[src/rtl/layer_fetch_sequencer.sv]
// Address and read sequencer for one dense-layer pass.
// It streams x and per-lane weight words out of a memory with a 1-cycle
// registered read, then reads the biases. Valid, first and last strobes are
// delayed one cycle so they line up with the read data at the MAC array.
//
// state   | meaning
// S_IDLE  | waiting for start, all outputs 0
// S_INIT  | one cycle per lane, builds row_base[k] = w_base + k*in_len
// S_FETCH | one x/w element per mac_ready cycle
// S_BIAS  | one unconditional read of all lane biases
// S_DRAIN | bias data on the memory outputs (bias_valid)
// S_DONE  | one-cycle done pulse
module layer_fetch_sequencer #(
  parameter int N_NEURONS = 10,
  parameter int ADDR_W    = 16
) (
  input  logic                          clock_mem,
  input  logic                          rst,
  input  logic                          start,
  input  logic                          mac_ready,
  input  logic [ADDR_W-1:0]             x_base,
  input  logic [ADDR_W-1:0]             w_base,
  input  logic [ADDR_W-1:0]             b_base,
  input  logic [ADDR_W-1:0]             in_len,
  output logic                          rd_en,
  output logic [ADDR_W-1:0]             x_addr,
  output logic [N_NEURONS*ADDR_W-1:0]   w_addr,
  output logic [N_NEURONS*ADDR_W-1:0]   b_addr,
  output logic                          data_valid,
  output logic                          data_first,
  output logic                          data_last,
  output logic                          bias_valid,
  output logic                          busy,
  output logic                          done
);

  localparam int RW = (N_NEURONS > 1) ? $clog2(N_NEURONS) : 1;
  localparam logic [RW-1:0] LAST_ROW = RW'(N_NEURONS - 1);

  typedef enum logic [2:0] {
    S_IDLE, S_INIT, S_FETCH, S_BIAS, S_DRAIN, S_DONE
  } state_t;

  state_t             r_state;
  state_t             w_next;
  logic [ADDR_W-1:0]  r_x;
  logic [ADDR_W-1:0]  r_b;
  logic [ADDR_W-1:0]  r_len;
  logic [ADDR_W-1:0]  r_acc;
  logic [ADDR_W-1:0]  r_idx;
  logic [RW-1:0]      r_row;
  logic [ADDR_W-1:0]  r_row_base [N_NEURONS];
  logic               r_dv;
  logic               r_df;
  logic               r_dl;
  logic               w_fetch_rd;
  logic               w_last_idx;

  assign w_fetch_rd = (r_state == S_FETCH) && mac_ready;
  assign w_last_idx = (r_idx == r_len - ADDR_W'(1));

  assign data_valid = r_dv;
  assign data_first = r_df;
  assign data_last  = r_dl;

  // State register
  always_ff @(posedge clock_mem or posedge rst) begin
    if (rst) r_state <= S_IDLE;
    else     r_state <= w_next;
  end

  // Next state and combinational outputs (addresses are 0 outside their phase)
  always_comb begin
    w_next     = r_state;
    rd_en      = 1'b0;
    x_addr     = '0;
    w_addr     = '0;
    b_addr     = '0;
    bias_valid = 1'b0;
    done       = 1'b0;
    busy       = (r_state != S_IDLE);
    case (r_state)
      S_IDLE: begin
        if (start) w_next = S_INIT;
      end
      S_INIT: begin
        if (r_row == LAST_ROW) w_next = (r_len == '0) ? S_BIAS : S_FETCH;
      end
      S_FETCH: begin
        rd_en  = mac_ready;
        x_addr = r_x + r_idx;
        for (int k = 0; k < N_NEURONS; k++)
          w_addr[k*ADDR_W +: ADDR_W] = r_row_base[k] + r_idx;
        if (mac_ready && w_last_idx) w_next = S_BIAS;
      end
      S_BIAS: begin
        rd_en = 1'b1;
        for (int k = 0; k < N_NEURONS; k++)
          b_addr[k*ADDR_W +: ADDR_W] = r_b + ADDR_W'(k);
        w_next = S_DRAIN;
      end
      S_DRAIN: begin
        bias_valid = 1'b1;
        w_next     = S_DONE;
      end
      S_DONE: begin
        done   = 1'b1;
        w_next = S_IDLE;
      end
      default: w_next = S_IDLE;
    endcase
  end

  // Captured operands, row-base accumulator, element index and delayed strobes
  always_ff @(posedge clock_mem or posedge rst) begin
    if (rst) begin
      r_x   <= '0;
      r_b   <= '0;
      r_len <= '0;
      r_acc <= '0;
      r_idx <= '0;
      r_row <= '0;
      r_dv  <= 1'b0;
      r_df  <= 1'b0;
      r_dl  <= 1'b0;
      for (int k = 0; k < N_NEURONS; k++) r_row_base[k] <= '0;
    end else begin
      r_dv <= w_fetch_rd;
      r_df <= w_fetch_rd && (r_idx == '0);
      r_dl <= w_fetch_rd && w_last_idx;
      case (r_state)
        S_IDLE: begin
          if (start) begin
            r_x   <= x_base;
            r_b   <= b_base;
            r_len <= in_len;
            r_acc <= w_base;
            r_idx <= '0;
            r_row <= '0;
          end
        end
        S_INIT: begin
          r_row_base[r_row] <= r_acc;
          r_acc             <= r_acc + r_len;
          r_row             <= r_row + RW'(1);
        end
        S_FETCH: begin
          if (w_fetch_rd) r_idx <= r_idx + ADDR_W'(1);
        end
        default: ;
      endcase
    end
  end

endmodule

[config.mk]
export PLATFORM = sky130hd
export DESIGN_NAME = layer_fetch_sequencer
export DESIGN_NICKNAME = d
export VERILOG_FILES = /design/src/rtl/layer_fetch_sequencer.sv
export SDC_FILE = /design/constraint.sdc
export NUM_CORES = 1
export LEC_CHECK = 0
export ABC_AREA = 1
export BUFFER_PORTS_ARGS = -buffer_cell sky130_fd_sc_hd__buf_2
export CORE_AREA = 5 5 274 276
export DETAILED_ROUTE_END_ITERATION = 7
export DIE_AREA = 0 0 279 281
export GPL_TIMING_DRIVEN = 1
export HOLD_SLACK_MARGIN = 0.06
export PLACE_DENSITY = 0.53
export SYNTH_ARGS = -nofsm -noshare
export SYNTH_HDL_FRONTEND = slang
export SYNTH_SLANG_ARGS = --single-unit
[constraint.sdc]
create_clock -name clock_mem -period 17.31 [get_ports clock_mem]
set_input_delay 0.8655 -clock clock_mem [delete_from_list [all_inputs] [get_ports clock_mem]]
set_output_delay 0.8655 -clock clock_mem [all_outputs]
set_load 0.01 [all_outputs]
==> results of run 1 <==
[routing by layer]
| metal | global-route usage (%) | share of wire [%] |
|---|---|---|
| met2 | 35.6 | 45 |
| met4 | 6.67 | 3.0 |
| met5 | 0 | 0 |
| met1 | 31.4 | 46 |
| met3 | 2.49 | 6.0 |
[how the worst min path moves through the flow]
stage / startpoint / endpoint
3_5_place_dp: r_x[6] / r_x[6]
5_1_grt: rst / r_row_base[20]
6_report: rst / r_row_base[37]
4_1_cts: rst / r_row_base[20]
2_1_floorplan: r_x[0] / r_x[0]
3_3_place_gp: r_row_base[148] / r_row_base[148]
[power by group through the flow]
stage	Clock, mW	Combinational, mW	Sequential (mW)
after floorplan	0	1.48	0.971
final	0.737	2.16	1.08
after global routing	0.778	2.42	1.11
after global placement	0	2.14	1.08
after detailed placement	0	2.15	1.08
after CTS	0.757	2.16	1.07
[cells in the mapped netlist, types with 14 or more instances]
master    count
clkbuf_1     93
o21ai_0     310
a211oi_1     21
dfrtp_1     250
xor2_1       47
a21oi_1     436
buf_4        16
nand2_1     612
nor3_1       57
nand3_1     130
o31ai_1      22
inv_2        15
xnor2_1      21
inv_1       298
a31oi_1      33
nand4_1      14
o21bai_1     14
nor2_1      437
ha_1        199
o211ai_1     17
[per-stage QoR]
stage / cells / setup slack, ns / total power [mW]
3_3_place_gp: 4430 / 13.39 / 3.22
3_5_place_dp: 4430 / 13.31 / 3.23
6_report: 4492 / 12.77 / 3.98
5_1_grt: 4492 / 12.46 / 4.30
2_1_floorplan: 3159 / 9.57 / 2.45
4_1_cts: 4490 / 12.72 / 3.99
[kinds of logic (layout without fill, tap and decap cells)]
group | after synthesis | after routing | share of synthesized area [%]
other cells | 0 | 2 | 0
buf+inv | 450 | 822 | 8.22
flops | 250 | 250 | 29.2
compound gates | 901 | 901 | 22.7
simple gates | 1279 | 1279 | 24.4
fa+ha+maj | 211 | 211 | 12.7
xor+xnor | 68 | 68 | 2.78
[registers in the layout, indices dropped and copies added, names as in the netlist]
signal / count
data_first: 1
data_last: 1
data_valid: 1
r_acc: 16
r_b: 16
r_idx: 16
r_len: 16
r_row: 4
r_row_base: 160
r_state: 3
r_x: 16
[final cells by class]
class                      instances  area (um2)
antenna                            2        5.00
clock buffer                      45         995
clock inverter                    15         153
fill                            7968       46800
inverter                         321        1210
multi-input combinational       2459       13400
sequential                       250        6260
tap                              959        1200
timing repair buffer             441        2280
==> flow_summary_export.csv, run 1 <==
group,metric,value,unit
status,status,"complete, no violations",
timing,finalHoldViolCount,0,
synthesis,synth_seq_area_share,29.2,%
critical_path,crit_required,16.44,ns
floorplan,die_height,281,um
drt,wire_per_inst,20.1,um
timing,rsz0062_at_grt,"false",
critical_path,reg2reg_depth,13,
critical_path,end_kind,"output pin",
synthesis,syn_avg_cell_area,6.78,um2
clocking,clock_latency,0.55,ns
global_routing,grt_pass1_vias,21800,
clocking,clkSlewWorstSetupHoldPaths,0.06,ns
place,placed_cell_area,0.0244,mm2
floorplan,core_area,0.0723,mm2
place,placement.io_buffers,410,
critical_path,endpoint,"w_addr[156]",
critical_path,cp.buffers_inverters,1,
drt,drcViolationCount,0,
critical_path,crit_fanout,15,
floorplan,die_w,279,um
layout,fin_nets,3787,
timing,clock.fmax,220,MHz
synthesis,synth_ff_type,"dfrtp_1",
synthesis,synth_top_area_share,29.2,%
power,peakVddDrop,72.7,uV
synthesis,synth_cells,3159,
power,p_int,1.94,mW
critical_path,startpoint_type,"flip-flop",
drt,drt_wl_total,90400,um
drt,first_pass_iters,6,
timing,relSlewSlack,27.7,%
critical_path,path_delay_family,"adder cells",
clocking,cts_buffer_depth,3,
floorplan,row_count,99,
synthesis,ys_seq_elements,250,
critical_path,arrival,3.67,ns
clocking,clockRootBuffer,"clkbuf_16",
timing,period_share,26.2,%
clocking,cts_resized,0,
critical_path,path_cells,"ha_1 -> fa_1 -> nand3_1 -> a31oi_1 -> nor2_1 -> o21ai_0 -> a21boi_0 -> o21ai_0 -> nand2_1 -> nand2_1 -> nor2_1 -> buf_2",
floorplan,initial_core_util,29.6,%
global_routing,overflow,0,
power,p_sw_share,51.2,%
layout,fin_area,0.0255,mm2
global_routing,grt_first_pass_wirelength,135000,um
synthesis,synth-edff-count,0,
power,clockPowerShare,18.5,%
drt,routed_via_density,5.15,
critical_path,startpoint,"r_idx[0]",
synthesis,synth.area.top_cells,"dfrtp_1 29%, ha_1 12%, nand2_1 11%",
timing,finalSetupViolations,0,
clocking,numCtsBuffers,35,
power,pwr-share-comb,54.3,%
drt,ant_nets,0,
layout,final_cell_mix,"612 x nand2_1, 436 x a21oi_1, 435 x nor2_1, 410 x buf_2, 310 x o21ai_0",
place,gp_congestion,0.960,
global_routing,grt_max_degree,82,
clocking,post_cts_buffers,0,
timing,fin_worst_skew,0.0293,ns
critical_path,r2r_slack,14.01,ns
power,power.static_leakage,13.1,nW
synthesis,synth_cell_types,47,
clocking,ctsHoldBuffers,0,
layout,final_common_cell,"nand2_1",
layout,fin_util,35.3,%
layout,drive_gt1_share,15.4,%
critical_path,slowest_delay,0.72,ns
clocking,h-tree-depth,2,
global_routing,antenna_found_initial,5,
drt,vias,23100,
synthesis,synth_top_cell_by_area,"dfrtp_1",
synthesis,ys_warn_count,0,
floorplan,dieArea,0.0784,mm2
synthesis,synth_area,0.0214,mm2
drt,first_iter_violations,2137,
floorplan,io_pins,411,
clocking,cts_tree,"built",
timing,period_needed,4.54,ns
critical_path,cp.depth,12,
global_routing,track_usage,22.1,%
timing,slew_violations,0,
timing,fin_hold_ws,0.365,ns
job,cap_violations,0,
critical_path,worstReg2RegEnd,"r_idx[12]",
synthesis,syn-num-nets,3438,
clocking,cts.sinks,250,
timing,finalSetupTns,0,ns
layout,areaGrowthSynthToFinish,19.2,%
critical_path,crit_slowest_cell,"dfrtp_1",
power,power_density,156,mW/mm2
min_path,hold_path.class,"in2async",
power,seqPwrFrac,27.1,%
power,p_sw,2.04,mW
synthesis,synthArstFlopShare,100,%
critical_path,r2r-start,"r_state[0]",
place,dp_hpwl,66400,um
critical_path,critPathKind,"reg2out",
timing,worstMarginPinSlew,1.08,ns
Power figures use the tool's default switching activity.
==> run 2: changes to the inputs <==
clock period = 4.5 ns   (was 17.31 ns; I/O delays follow)
==> run 2 against run 1 <==
Against the previous run:
- cell area rose by 3.0%
- clock power rose to 3.9 times the previous value
- register-to-register slack worse by 12 ns
- sequential cell count unchanged
- global-route usage is 0.18 points higher
- hold slack got worse by 0.24 ns
- combinational power increased to 3.9 times the previous value
- critical path depth unchanged
- final cell count rose by 1.7%
- highest routed layer is now met5
- setup slack got worse by 12 ns
- utilization grew 1.1 points
==> flow_summary_export.csv, run 2 (synthesized netlist as in run 1, its figures left out) <==
group,metric,value,unit
timing,rsz0062_at_grt,"false",
critical_path,path_delay_family,"adder cells",
critical_path,end_kind,"output pin",
layout,final_cell_mix,"612 x nand2_1, 436 x a21oi_1, 435 x nor2_1, 410 x buf_2, 310 x o21ai_0",
floorplan,dieArea,0.0784,mm2
clocking,clockRootBuffer,"clkbuf_16",
critical_path,crit_slowest_cell,"dfrtp_1",
clocking,clkSlewWorstSetupHoldPaths,0.06,ns
floorplan,initial_core_util,29.6,%
critical_path,startpoint_type,"flip-flop",
global_routing,grt_first_pass_wirelength,136000,um
timing,finalSetupTns,0,ns
global_routing,overflow,0,
critical_path,slowest_delay,0.76,ns
status,status,"complete, no violations",
global_routing,track_usage,22.3,%
layout,fin_nets,3861,
power,fin_total_pwr,15.5,mW
drt,first_iter_violations,1977,
clocking,clock_latency,0.55,ns
floorplan,core_area,0.0723,mm2
layout,largest_reg_flops,160,
timing,period_share,87.3,%
clocking,cts_tree,"built",
clocking,post_cts_buffers,0,
clocking,h-tree-depth,2,
layout,fin_area,0.0263,mm2
layout,drive_gt1_share,15.3,%
floorplan,io_pins,411,
place,placement.io_buffers,410,
critical_path,crit_fanout,15,
timing,period_needed,3.93,ns
layout,final_common_cell,"nand2_1",
place,gp_congestion,0.947,
layout,layoutNonFillerInstCount,4568,
place,placed_cell_area,0.0245,mm2
place,dpl.cell_count,4439,
timing,finalHoldViolCount,0,
power,power.static_leakage,13.5,nW
power,pwr-share-comb,54.3,%
layout,areaGrowthSynthToFinish,22.8,%
clocking,ctsHoldBuffers,66,
floorplan,die_height,281,um
global_routing,grt_pass1_vias,21900,
drt,vias,23100,
power,p_sw,7.88,mW
critical_path,path_cells,"ha_1 -> fa_1 -> nand3_1 -> a31oi_1 -> nor2_1 -> o21ai_0 -> a21boi_0 -> o21ai_0 -> nand2_1 -> nand2_1 -> nor2_1 -> buf_2",
critical_path,reg2reg_depth,10,
critical_path,crit_required,4.28,ns
clocking,cts_resized,0,
power,p_int,7.60,mW
power,peakVddDrop,415,uV
global_routing,antenna_found_initial,2,
power,p_sw_share,50.9,%
global_routing,grt_max_degree,160,
clocking,numCtsBuffers,34,
timing,clock.fmax,255,MHz
floorplan,row_count,99,
drt,drt_wl_total,91100,um
drt,wire_per_inst,19.9,um
timing,slew_violations,0,
place,dp_hpwl,68400,um
timing,relSlewSlack,22.7,%
min_path,holdPathStages,4,
power,clockPowerShare,18.7,%
critical_path,critPathKind,"reg2out",
critical_path,cp.buffers_inverters,1,
clocking,cts.sinks,250,
drt,first_pass_iters,6,
power,seqPwrFrac,27.0,%
layout,top_register,"r_row_base",
drt,drcViolationCount,0,
job,cap_violations,0,
timing,worstMarginPinSlew,1.16,ns
drt,ant_nets,0,
critical_path,cp.depth,12,
drt,routed_via_density,5.06,
timing,fin_worst_skew,0.0151,ns
power,power_density,588,mW/mm2
floorplan,die_w,279,um
clocking,cts_buffer_depth,3,
min_path,hold_path.class,"in2reg",
timing,finalSetupViolations,0,
critical_path,arrival,3.70,ns
-- run 2: changes by cell type in the layout (fill, tap and decap cells not counted) --
cell           change
clkbuf_8           +1
clkbuf_16          -2
clkinvlp_4         -1
clkinv_4           +1
bufinv_16          +2
buf_12             +2
dlygate4sd3_1     +66
inv_6              +1
inv_8              -1
buf_4              +7
-- run 2: worst paths after layout --
kind                       slack (ns)         endpoint      from
max                              0.57      w_addr[156]  r_idx[0]
min                              0.13       r_state[1]     start
max reg2reg                      1.76        r_idx[15]  r_idx[7]
min reg2reg                      0.49          r_x[12]   r_x[12]
max in group asynchronous        2.86  r_row_base[107]       rst
min in group asynchronous        0.19           r_b[0]       rst
-- run 2: per-layer routing --
metal  global-route usage [%]  vias to the layer above  routed length (um)
met1                     32.2                    10700               42400
met2                     34.9                      790               40100
li1                         -                    11500                   -
met4                     6.25                        2                2730
met3                     3.18                      133                5890
met5                        0                        -                  11
-- run 2: final cells by class --
type / count / area, um2
multi-input combinational: 2459 / 13400
fill: 7945 / 46000
sequential: 250 / 6260
tap: 959 / 1200
clock inverter: 17 / 215
timing repair buffer: 516 / 3040
clock buffer: 44 / 958
inverter: 321 / 1210
antenna: 2 / 5.00
-- run 2: power groups by stage --
stage          clock network (mW)  logic [mW]  registers, mW
3_5_place_dp                    0        8.31           4.18
2_1_floorplan                   0        5.68           3.74
4_1_cts                      2.96        8.39           4.16
6_report                     2.89        8.41           4.18
5_1_grt                      3.03        9.42           4.28
3_3_place_gp                    0        8.29           4.18
-- run 2: metrics by stage --
stage          hold slack, ns  utilization, %  setup slack (ns)
2_1_floorplan           0.335               -             0.987
5_1_grt                 0.138            36.4             0.317
4_1_cts                0.0966            36.4             0.558
3_3_place_gp            0.203            33.8              1.21
6_report                0.128            36.4             0.571
3_5_place_dp            0.207            33.8              1.15
-- run 2: tightest hold or removal path, cell delays in order --
cell and delay [ns]:
buf_2 0.10, nor2_1 0.07, o31ai_1 0.19, inv_1 0.05
==> run 3: changes to the inputs <==
CELL_PAD_IN_SITES_DETAIL_PLACEMENT = 1   (was unset)
CELL_PAD_IN_SITES_GLOBAL_PLACEMENT = 1   (was unset)
PLACE_DENSITY = 0.68   (was 0.53)
==> run 3 against run 2 <==
Against the previous run:
- via count is 2.6% higher
- setup slack worse by 0.026 ns
- clock power increased by 2%
- global-route usage rose by 1.4 points
- die area did not move
- clock skew increased by 0.0054 ns
- register-to-register slack got worse by 0.12 ns
- critical endpoint is now w_addr[12]
- largest power group unchanged
==> flow_summary_export.csv, run 3 (synthesized netlist as in run 1, its figures left out) <==
group,metric,value,unit
timing,period_share,87.9,%
timing,clock.fmax,253,MHz
clocking,h-tree-depth,2,
clocking,clkSlewWorstSetupHoldPaths,0.06,ns
power,power_density,597,mW/mm2
floorplan,die_w,279,um
floorplan,io_pins,411,
place,dpl_worst_slack,1.17,ns
timing,fin_worst_skew,0.0205,ns
global_routing,antenna_found_initial,1,
global_routing,grt_first_pass_wirelength,145000,um
layout,final_cell_mix,"612 x nand2_1, 436 x a21oi_1, 435 x nor2_1, 410 x buf_2, 310 x o21ai_0",
drt,first_iter_violations,1631,
critical_path,arrival,3.73,ns
clocking,ctsHoldBuffers,65,
critical_path,critPathKind,"reg2out",
critical_path,end_kind,"output pin",
clocking,cts.sinks,250,
layout,seq_area,0.00626,mm2
floorplan,die_height,281,um
timing,worstMarginPinSlew,1.23,ns
layout,largest_reg_flops,160,
timing,slew_violations,0,
place,dpl.cell_count,4433,
layout,fillers,9360,
clocking,clock_latency,0.56,ns
layout,final_common_cell,"nand2_1",
drt,ant_nets,0,
drt,first_pass_iters,5,
clocking,clockRootBuffer,"clkbuf_16",
layout,top_register,"r_row_base",
drt,drcViolationCount,0,
timing,finalSetupTns,0,ns
drt,routed_via_density,5.20,
layout,areaGrowthSynthToFinish,22.7,%
timing,period_needed,3.95,ns
place,placed_cell_area,0.0244,mm2
drt,wire_per_inst,21.3,um
timing,rsz0062_at_grt,"false",
min_path,hold_path.class,"in2reg",
status,status,"complete, no violations",
timing,finalSetupViolations,0,
layout,drive_gt1_share,15.2,%
critical_path,crit_fanout,15,
job,cap_violations,0,
floorplan,core_area,0.0723,mm2
place,gp_congestion,0.918,
clocking,cts_tree,"built",
clocking,cts_buffer_depth,3,
drt,vias,23700,
floorplan,initial_core_util,29.6,%
power,fin_total_pwr,15.7,mW
clocking,cts_resized,0,
critical_path,startpoint_type,"flip-flop",
clocking,post_cts_buffers,0,
layout,multiInputGateArea,0.0134,mm2
clocking,numCtsBuffers,35,
floorplan,row_count,99,
global_routing,overflow,0,
timing,relSlewSlack,18.0,%
global_routing,grt_max_degree,132,
critical_path,crit_required,4.28,ns
layout,layoutNonFillerInstCount,4562,
power,peakVddDrop,271,uV
timing,finalHoldViolCount,0,
power,power.static_leakage,13.5,nW
layout,fin_area,0.0263,mm2
place,dp_hpwl,73000,um
layout,fin_nets,3855,
global_routing,grt_pass1_vias,23900,
drt,drt_wl_total,97200,um
timing,post-route-worst-setup-slack,0.545,ns
layout,n_antenna_cell,0,
place,placement.io_buffers,410,
global_routing,track_usage,23.7,%
floorplan,dieArea,0.0784,mm2
## run 3: cell count changes in the layout (fill, tap and decap cells not counted), sizes merged
cell         delta
buf             -6
bufinv          -1
clkbuf          +4
diode           -2
dlygate4sd3     -1
## run 3: path summary, 6_finish.rpt
kind	from	end	slack, ns	cells past startpoint
min in group asynchronous	rst	data_last	0.14	3
worst min register to register	r_row_base[149]	r_row_base[149]	0.49	2
worst min-delay path	w_base[10]	r_acc[10]	0.09	4
max in group asynchronous	rst	r_row_base[76]	3.34	4
worst max register to register	r_state[2]	r_row_base[63]	1.64	7
worst max-delay path	r_idx[0]	w_addr[12]	0.55	12
## run 3: where the power goes
part,total [mW],internal (mW),switching (mW)
logic,8.62,2.67,5.95
registers,4.13,3.18,0.948
clock network,2.95,1.76,1.18
total,15.7,7.61,8.08
## run 3: critical path, stage by stage (launching register included)
cell	delay, ns
dfrtp_1	0.71
ha_1	0.41
fa_1	0.41
nand3_1	0.11
a31oi_1	0.11
nor2_1	0.17
o21ai_0	0.16
a21boi_0	0.47
o21ai_0	0.20
nand2_1	0.09
nand2_1	0.05
nor2_1	0.13
buf_2	0.15
## run 3: metrics by stage
step	utilization [%]	hold WS [ns]
floorplan	-	0.335
global placement	33.8	0.151
detailed placement	33.8	0.152
CTS	36.3	0.0987
global route	36.3	0.132
finish	36.3	0.0932
## run 3: routing by layer
metal / up-vias / global-route usage, % / share of wire [%]
met4: 2 / 6.90 / 3.1
met2: 615 / 40.4 / 47
met3: 137 / 3.18 / 5.1
met1: 11500 / 31.5 / 45
li1: 11500 / - / -
met5: - / 0 / 0.011
## run 3: layout make-up
class | instances | share of cell area (%)
well taps | 959 | 4.56
multi-input cells | 2459 | 51.1
repair buffers | 509 | 11.4
inverters | 321 | 4.60
flip-flops and latches | 250 | 23.8
clock buffers | 48 | 3.86
clock inverters | 16 | 0.690
